<file path="config.mk">
export PLATFORM = sky130hd
export DESIGN_NAME = parity_arbiter
export DESIGN_NICKNAME = d
export VERILOG_FILES = /design/src/rtl/fifo_package.sv /design/src/rtl/rr_arbiter.sv /design/src/rtl/parity_arbiter.sv
export SDC_FILE = /design/constraint.sdc
export NUM_CORES = 1
export LEC_CHECK = 0
export CAP_MARGIN = 5
export CORE_AREA = 3 3 84 86
export CTS_BUF_LIST = sky130_fd_sc_hd__clkbuf_8
export DETAILED_ROUTE_END_ITERATION = 8
export DIE_AREA = 0 0 87 89
export PLACE_DENSITY = 0.87
export SLEW_MARGIN = 25
export SYNTH_ARGS = -nofsm -noshare
export SYNTH_HDL_FRONTEND = slang
export SYNTH_SLANG_ARGS = --single-unit
</file>
<file path="constraint.sdc">
create_clock -name clk -period 4.2 [get_ports clk]
set_input_delay 0.84 -clock clk [delete_from_list [all_inputs] [get_ports clk]]
set_output_delay 0.84 -clock clk [all_outputs]
set_load 0.02 [all_outputs]
</file>
<file path="src/rtl/fifo_package.sv">
// Shared constants and state encoding for the parity checker arbiter.
package fifo_package;

  localparam int DATA_WIDTH      = 8;
  localparam int NUM_REQ_DEF     = 4;
  localparam int CNT_WIDTH_DEF   = 8;
  localparam int TIMEOUT_CYC_DEF = 16;

  typedef enum logic [1:0] {
    ST_IDLE  = 2'd0,
    ST_ISSUE = 2'd1,
    ST_WAIT  = 2'd2
  } arb_state_e;

endpackage

</file>
<file path="src/rtl/rr_arbiter.sv">
// Round-robin winner selection: the first asserted request at or above ptr,
// wrapping back to index 0.
module rr_arbiter #(
  parameter int NUM_REQ = 4,
  parameter int PTR_W   = (NUM_REQ > 1) ? $clog2(NUM_REQ) : 1
) (
  input  logic [NUM_REQ-1:0] req,
  input  logic [PTR_W-1:0]   ptr,
  output logic [NUM_REQ-1:0] gnt
);

  localparam logic [PTR_W:0] NREQ_W = (PTR_W+1)'(NUM_REQ);

  logic [PTR_W:0] w_idx;
  logic           w_found;

  // Walk the requests starting at ptr and grant the first one found.
  always_comb begin
    gnt     = '0;
    w_found = 1'b0;
    w_idx   = '0;
    for (int i = 0; i < NUM_REQ; i++) begin
      w_idx = {1'b0, ptr} + (PTR_W+1)'(i);
      if (w_idx >= NREQ_W) begin
        w_idx = w_idx - NREQ_W;
      end
      if (!w_found && req[w_idx[PTR_W-1:0]]) begin
        gnt[w_idx[PTR_W-1:0]] = 1'b1;
        w_found               = 1'b1;
      end
    end
  end

endmodule

</file>
<file path="src/rtl/parity_arbiter.sv">
// Shares one parity checker between NUM_REQ requesters. One transaction is in
// flight at a time: IDLE grants a requester, ISSUE hands the word to the
// checker, WAIT collects the result (or times out) and reports it back.
module parity_arbiter
  import fifo_package::*;
#(
  parameter int NUM_REQ     = NUM_REQ_DEF,
  parameter int CNT_WIDTH   = CNT_WIDTH_DEF,
  parameter int TIMEOUT_CYC = TIMEOUT_CYC_DEF
) (
  input  logic                            clk,
  input  logic                            rst,
  input  logic [NUM_REQ-1:0]              req_valid_i,
  input  logic [NUM_REQ*DATA_WIDTH-1:0]   req_data_i,
  output logic [NUM_REQ-1:0]              req_grant_o,
  output logic [DATA_WIDTH-1:0]           chk_data_o,
  output logic                            chk_valid_o,
  input  logic                            chk_grant_i,
  input  logic                            res_valid_i,
  input  logic                            res_err_i,
  output logic [NUM_REQ-1:0]              done_o,
  output logic                            err_o,
  output logic                            timeout_o,
  output logic [NUM_REQ*CNT_WIDTH-1:0]    err_cnt_o,
  output logic                            busy_o
);

  localparam int PTR_W = (NUM_REQ > 1) ? $clog2(NUM_REQ) : 1;
  localparam int TMR_W = (TIMEOUT_CYC > 1) ? $clog2(TIMEOUT_CYC) : 1;

  localparam logic [PTR_W-1:0]     PTR_LAST = PTR_W'(NUM_REQ - 1);
  localparam logic [TMR_W-1:0]     TMR_LAST = TMR_W'(TIMEOUT_CYC - 1);
  localparam logic [CNT_WIDTH-1:0] CNT_MAX  = '1;
  localparam logic [NUM_REQ-1:0]   OH_ZERO  = NUM_REQ'(1);

  arb_state_e              r_state;
  logic [PTR_W-1:0]        r_ptr;
  logic [PTR_W-1:0]        r_owner;
  logic [TMR_W-1:0]        r_timer;
  logic [CNT_WIDTH-1:0]    r_cnt [NUM_REQ];
  logic [DATA_WIDTH-1:0]   r_chk_data;
  logic                    r_chk_valid;
  logic [NUM_REQ-1:0]      r_done;
  logic                    r_err;
  logic                    r_timeout;

  logic [NUM_REQ-1:0]      w_gnt;
  logic [PTR_W-1:0]        w_win_idx;
  logic [PTR_W-1:0]        w_ptr_next;

  // Error counters stop at all-ones instead of wrapping.
  function automatic logic [CNT_WIDTH-1:0] sat_inc(input logic [CNT_WIDTH-1:0] c);
    return (c == CNT_MAX) ? c : c + 1'b1;
  endfunction

  function automatic logic [PTR_W-1:0] onehot_to_idx(input logic [NUM_REQ-1:0] oh);
    logic [PTR_W-1:0] idx;
    idx = '0;
    for (int i = 0; i < NUM_REQ; i++) begin
      if (oh[i]) begin
        idx = idx | PTR_W'(i);
      end
    end
    return idx;
  endfunction

  rr_arbiter #(
    .NUM_REQ (NUM_REQ),
    .PTR_W   (PTR_W)
  ) u_rr (
    .req (req_valid_i),
    .ptr (r_ptr),
    .gnt (w_gnt)
  );

  assign w_win_idx  = onehot_to_idx(w_gnt);
  assign w_ptr_next = (w_win_idx == PTR_LAST) ? '0 : w_win_idx + 1'b1;

  // Transaction FSM with registered checker handshake and completion outputs.
  always_ff @(posedge clk) begin
    if (rst) begin
      r_state     <= ST_IDLE;
      r_ptr       <= '0;
      r_owner     <= '0;
      r_timer     <= '0;
      r_chk_data  <= '0;
      r_chk_valid <= 1'b0;
      r_done      <= '0;
      r_err       <= 1'b0;
      r_timeout   <= 1'b0;
      for (int k = 0; k < NUM_REQ; k++) begin
        r_cnt[k] <= '0;
      end
    end else begin
      r_done    <= '0;
      r_err     <= 1'b0;
      r_timeout <= 1'b0;
      case (r_state)
        ST_IDLE: begin
          if (|w_gnt) begin
            r_chk_data  <= req_data_i[int'(w_win_idx)*DATA_WIDTH +: DATA_WIDTH];
            r_chk_valid <= 1'b1;
            r_owner     <= w_win_idx;
            r_ptr       <= w_ptr_next;
            r_state     <= ST_ISSUE;
          end
        end
        ST_ISSUE: begin
          if (r_chk_valid && chk_grant_i) begin
            r_chk_valid <= 1'b0;
            r_timer     <= '0;
            r_state     <= ST_WAIT;
          end
        end
        ST_WAIT: begin
          // A result arriving on the expiry cycle takes precedence.
          if (res_valid_i) begin
            r_done  <= OH_ZERO << r_owner;
            r_err   <= res_err_i;
            if (res_err_i) begin
              r_cnt[r_owner] <= sat_inc(r_cnt[r_owner]);
            end
            r_state <= ST_IDLE;
          end else if (r_timer == TMR_LAST) begin
            r_done         <= OH_ZERO << r_owner;
            r_err          <= 1'b1;
            r_timeout      <= 1'b1;
            r_cnt[r_owner] <= sat_inc(r_cnt[r_owner]);
            r_state        <= ST_IDLE;
          end else begin
            r_timer <= r_timer + 1'b1;
          end
        end
        default: begin
          r_state <= ST_IDLE;
        end
      endcase
    end
  end

  assign req_grant_o = (r_state == ST_IDLE) ? w_gnt : '0;
  assign chk_data_o  = r_chk_data;
  assign chk_valid_o = r_chk_valid;
  assign done_o      = r_done;
  assign err_o       = r_err;
  assign timeout_o   = r_timeout;
  assign busy_o      = (r_state != ST_IDLE);

  for (genvar k = 0; k < NUM_REQ; k++) begin : g_cnt_out
    assign err_cnt_o[k*CNT_WIDTH +: CNT_WIDTH] = r_cnt[k];
  end

endmodule

</file>
* After elaboration in Yosys (flattened, before gate mapping)
Memories as Yosys holds them, arrays and structs flattened. A register that Yosys moved wholly into a read port is not among the register bits.
Index checks and enable logic that the tools add are counted.
** Word-level totals
- Register bits :: 25
- Bits in writable memories :: 32
- Input bits :: 41
- Output and inout bits :: 52
- Word-level logic and storage cells :: 137
- Memories :: 1
** Memory list
- r_cnt :: depth 4, width 8, read ports 5, clocked after memory_dff 1, write ports 4, RTL line parity_arbiter.sv:40 : logic [CNT_WIDTH-1:0] r_cnt [NUM_REQ];
** Operators by class
- Add/subtract/negate cells :: 10
- Magnitude comparators :: 12
- Eq/ne operators :: 10
- Shift operators :: 2
- Mux-type cells :: 66
- Bitwise gates (word level) :: 5
- Reductions and logical operators :: 22
** Operator list (number)
- 4-bit two-way mux :: 10
- 32-bit by 6-bit variable part select with 8-bit output :: 1
- 1-bit two-way mux :: 28
- 2-bit two-way mux :: 14
- 8-bit two-way mux :: 3
- 2-bit by 3-bit less-than comparator with 1-bit output, second input constant :: 4
- 4-bit bitwise OR :: 3
- 3-bit >= comparator, second input constant :: 3
- 8-bit by 1-bit adder with 8-bit output, second input constant :: 1
- 1-bit binary-select mux with 2-bit select :: 4
- 1-bit demux with 2-bit select :: 4
- 8-bit == test, second input constant :: 1
- 2-bit by 1-bit >= comparator with 1-bit output, second input constant :: 4
- 1-bit logical AND :: 8
- 2-bit inequality test, second input constant :: 4
- 4-bit one-hot mux with 2 select lines :: 1
- 8-bit OR reduction :: 1
- 2-bit by 1-bit subtractor with 2-bit output, second input constant :: 4
- 2-bit by 2-bit adder with 3-bit output, second input constant :: 2
- 2-bit one-hot mux with 3 select lines :: 1
- 3-bit AND reduction :: 2
- 2-bit nonzero test :: 3
- 4-bit by 1-bit adder with 4-bit output, second input constant :: 1
- 2-bit == test, second input constant :: 2
- 16 further kinds :: 18

* Longest topological paths before layout
- Depth after elaboration :: 19
- Mapped depth :: 12
- Mapped depth without buffers :: 10

* By module
Synthesis repeated with hierarchy kept, for this count alone.
** Unflattened totals
- Cells, all modules :: 292
- Area, all modules :: 3195.6 µm²
** Modules (own cells, without submodules)
- parity_arbiter :: times used 1, cells each 256, area each 2857.7 µm², seq. area each 1501.4 µm²
- rr_arbiter :: times used 1, cells each 36, area each 337.8 µm², seq. area each 0.0 µm²

* Least setup slack after synthesis
No wires, ideal clock.
- Kind :: register -> output
- Start :: reg r_ptr[0]
- End :: out req_grant_o[1]
- Arrival time :: 2.405 ns
- Required time :: 3.360 ns
- Slack :: 0.955 ns
- Stages on the path, launching flop included :: 9
- Buffers on the path :: 1
- Cells stage by stage :: dfxtp_1 > buf_6 > inv_1 > ha_1 > mux4_2 > nor4b_4 > and2_1 > nor2_2 > nor2_1
** Between the ends
- Longest elaborated chain between the ends :: 15
- Elaborated cells between the ends (all ways) :: 60
- Classes of those cells :: add/sub (7); order compare (12); mux (28); bitwise (3); reduce/logical (10)
** RTL lines
- from (decl) :: RTL line parity_arbiter.sv:37 : logic [PTR_W-1:0] r_ptr;
- from (signal assigned) :: RTL line parity_arbiter.sv:104 : r_ptr <= w_ptr_next;
- parallel branches: the longest is 13 deep, another holds 2-bit by 1-bit adder with 3-bit output
- 4-bit two-way mux (*) :: RTL line rr_arbiter.sv:27 : if (!w_found && req[w_idx[PTR_W-1:0]]) begin
- 4-bit two-way mux (*) :: RTL line parity_arbiter.sv:141 : assign req_grant_o = (r_state == ST_IDLE) ? w_gnt : '0;
- to (decl) :: RTL line parity_arbiter.sv:15 : output logic [NUM_REQ-1:0] req_grant_o,
Mark *: on every way between the ends. The select of a mux whose other input is x is not followed.

* Final worst setup path
- Start :: in req_valid_i[2]
- End :: out req_grant_o[1]
** Between the ends
- Longest elaborated chain between the ends :: 13
- Elaborated cells between the ends (all ways) :: 25
- Classes of those cells :: mux (16); bitwise (3); reduce/logical (6)
** RTL lines
- from (decl) :: RTL line parity_arbiter.sv:13 : input logic [NUM_REQ-1:0] req_valid_i,
- 1-bit binary-select mux with 2-bit select :: RTL line rr_arbiter.sv:27
- 1-bit two-way mux (implied by the code) :: RTL line rr_arbiter.sv:27
- 1-bit two-way mux :: RTL line rr_arbiter.sv:27
- 1-bit zero test :: RTL line rr_arbiter.sv:27
- 1-bit logical AND :: RTL line rr_arbiter.sv:27
- 1-bit two-way mux :: RTL line rr_arbiter.sv:27
- 1-bit zero test :: RTL line rr_arbiter.sv:27
- 1-bit logical AND :: RTL line rr_arbiter.sv:27
- 1-bit two-way mux :: RTL line rr_arbiter.sv:27
- 1-bit zero test :: RTL line rr_arbiter.sv:27
- 1-bit logical AND :: RTL line rr_arbiter.sv:27
- 4-bit two-way mux (*) :: RTL line rr_arbiter.sv:27
- 4-bit two-way mux (*) :: RTL line parity_arbiter.sv:141
Mark *: on every way between the ends. The rest lies on a longest branch, timed or not. The select of a mux whose other input is x is not followed.

==> results.md <==
- Slew margin rel.: 53.94%
- Worst hold margin: a little under 500 ps
- Setup TNS: 0 ps
- Clk network pwr share: 21.8%
- Clk root buf: clkbuf_8
- Final hold vios: 0
- Clock buffer depth: 2
- Crit share post-route: 97.95%
- Critical Path Sink Type: output pin
- Post-layout minimum cycle time: between 4000 and 5000 ps
- Vias per cell: between 5 and 6
- Unrepaired setup endpoints after global routing: true
- Clock Latency Late Sink: between 300 and 400 ps
- Comb pwr share: between 40 and 50%
- Vias: approximately 2,600
- Fmax: 243.1 MHz
- DRC viols: 0
- CP Max Fanout: 6
- Total Wirelength: between 7000 and 8000 um
- Core Box Area: between 6000 and 7000 um2
- Synth top area cells: edfxtp_1 (31%), dfxtp_1 (18%), mux4_2 (8.8%)
- CP arrival: about 3300 ps
- Share of layout cells above drive strength 1: about an eighth
- Syn_nets: around 330
- HPWL after DPL: slightly below 6000 um
- Max-Cap Viols: 0
- Yosys top cell by area: edfxtp_1
- Number of antenna violations at the first check in global routing: 0
- Syn Inst Count: 278
- Setup Fix Bufs, Post-CTS: 0
- CTS Hold Bufs: 0
- R2R Setup Slk: 910 ps
- Switch Pwr: 0.9128 mW
- Final #Nets: about 430
- Filler cell count: 470
- Die Area: 7743 um2
- Syn_area_per_cell: ~11 um2
- Worst Setup EP: req_grant_o[1]
- Setup CP Type: primary input to output pin
- Die width: ~87 um
- Worst reg2reg path startpoint: r_ptr[1]
- GP Congestion: ~0.97
- Unique masters post-synth: 45
- CTS sink count: 59
- Post-Synthesis Cell Area: ~3000 um2
- IO Count: 93
- Grt ovf: 0
- Iter 0 DRT Violations: between 150 and 200
- Drt wl/cell: between 15 and 20 um
- Global-route usage over all layers: 21.32%
- CP Data Required Time: roughly 3400 ps
- Drt first pass iters: 5
- Worst slew pin tran: between 600 and 700 ps
- Maximum VDD drop: around 530 uV
- First-pass GRT wire length: approximately 13,000 um
- EDFF count, synth: 32
- Power Density: approximately 560 nW/um2
- Pin count of the biggest net entering global routing: 33
- # port buffers: between 90 and 100
- H-tree levels: 3
- Post-synth top cells: nor2_1 (45), edfxtp_1 (32), dfxtp_1 (27)
- # diodes: 0
- Cell row count: 29
- Switching share of total power: between 30% and 40%
- Final setup vio count: 0
- Antenna-violating nets left: 0
- RR Endpoint: chk_data_o[0]
- Share of the synthesized area in the top cell type: a little under a third
- Starting density of the core: about half
- Worst Skew: 8.951 ps
- Area Growth Syn to Fin: 39.52%
- Worst Hold Class: flop to flop
- Top FF cell, synth: edfxtp_1
- Register area share after synthesis: approximately 49%
- CTS clk-pin slew, worst paths: around 70 ps
- FFs w/ async S/R, synth: 0%
- Synth warnings: 0
- CTS tree: yes
- Leakage: 1.649 nW
- Worst setup SP type: primary input
- Post_cts resized: 0
- CP Launch Point: req_valid_i[2]
- Slew Limit Fails: 0
- Synth Register Bits: 59
- Vias in the first global route: around 2,600
- Int Power: 1.483 mW
- CTS Buf Count: 9
- Outcome: finished, final reports clean
- Most numerous cell in the Yosys netlist: nor2_1
- Die H: 89 um
- Reg2reg path depth: 9
- Seq pwr share: 32.1%
## cell usage in the layout, fill, tap and decap left out, drive strengths merged, types with 6 or more instances in the layout
| master | count |
|---|---|
| nor2 | 46 |
| inv | 10 |
| o21ai | 6 |
| nand2 | 18 |
| ha | 9 |
| o311ai | 8 |
| a21oi | 8 |
| dfxtp | 27 |
| edfxtp | 32 |
| clkdlybuf4s50 | 91 |
| mux2i | 18 |
| buf | 8 |
| or4 | 8 |
| nand3b | 8 |
| clkbuf | 10 |
| nand2b | 9 |
| mux4 | 12 |
## critical path, cell delays in order
cell and delay (ps):
clkdlybuf4s50_1 460, mux4_2 590, nor4b_4 360, and2_1 230, nor2_2 60, nor2_1 110
clkdlybuf4s50_1 620
## cell families (layout without fill, tap and decap cells)
logic type / after synthesis / in the layout / share of synthesized area, %
AOI/OAI and AO/OA: 34 / 34 / 7.662
DFF: 59 / 59 / 48.64
and+or+nand+nor: 118 / 118 / 20.27
buffers and inverters: 22 / 125 / 3.324
muxes: 32 / 32 / 15.32
xor gates and xnor gates: 4 / 4 / 1.135
adders and majority gates: 9 / 9 / 3.648
## layer usage
| layer | global-route usage [%] | vias up | routed length, um |
|---|---|---|---|
| met1 | 25.96 | 1226 | 3094 |
| met4 | 9.065 | 0 | 136 |
| met2 | 36.23 | 111 | 4060 |
| met5 | 0 | - | 0 |
| li1 | - | 1233 | - |
| met3 | 5.161 | 18 | 566 |
## sequential cells by signal, indices dropped and copies added, names as in the netlist, named ones only
signal       cells
r_ptr            2
err_o            1
r_cnt           32
r_state          2
chk_data_o       8
done_o           4
timeout_o        1
r_owner          2
chk_valid_o      1
r_timer          4
## per-stage QoR
step / total power [mW] / std cells / cell area (um2) / utilization, % / setup slack, ps
6_report: 2.396 / 458 / 4307 / 67.82 / 86.21
3_5_place_dp: 1.871 / 442 / 4101 / 64.59 / 86.75
4_1_cts: 2.400 / 458 / 4303 / 67.76 / 55.04
3_3_place_gp: 1.835 / 442 / 4101 / 64.59 / 165.7
2_1_floorplan: 1.526 / 278 / 3087 / - / 955.0
5_1_grt: 2.528 / 458 / 4307 / 67.82 / -53.03
## final cells by class
cell class	instances	area, um2	share of cell area, %
Tap cell	77	96.34	2.237
Timing Repair Buffer	100	983.4	22.84
Clock buffer	10	137.6	3.196
Sequential cell	59	1503	34.89
Clock inverter	6	63.81	1.482
Inverter	9	33.78	0.7844
Multi-Input combinational cell	197	1489	34.57
## power groups by stage
| stage | Sequential, mW | Clock [mW] | Combinational (mW) |
|---|---|---|---|
| 5_1_grt | 0.784 | 0.548 | 1.20 |
| 3_3_place_gp | 0.777 | 0 | 1.06 |
| 4_1_cts | 0.770 | 0.529 | 1.10 |
| 6_report | 0.769 | 0.522 | 1.10 |
| 3_5_place_dp | 0.782 | 0 | 1.09 |
| 2_1_floorplan | 0.783 | 0 | 0.743 |
## worst min-delay path by stage
stage,depth (start not counted),end,slack (ps),startpoint
after floorplan,2,r_timer[1],450,r_timer[1]
after detailed placement,2,r_timer[1],470,r_timer[1]
after global routing,2,r_timer[3],500,r_timer[3]
after global placement,2,r_timer[3],470,r_timer[3]
final,2,r_timer[1],490,r_timer[1]
after CTS,2,r_timer[3],480,r_timer[3]
(Power assumes the default switching activity.)
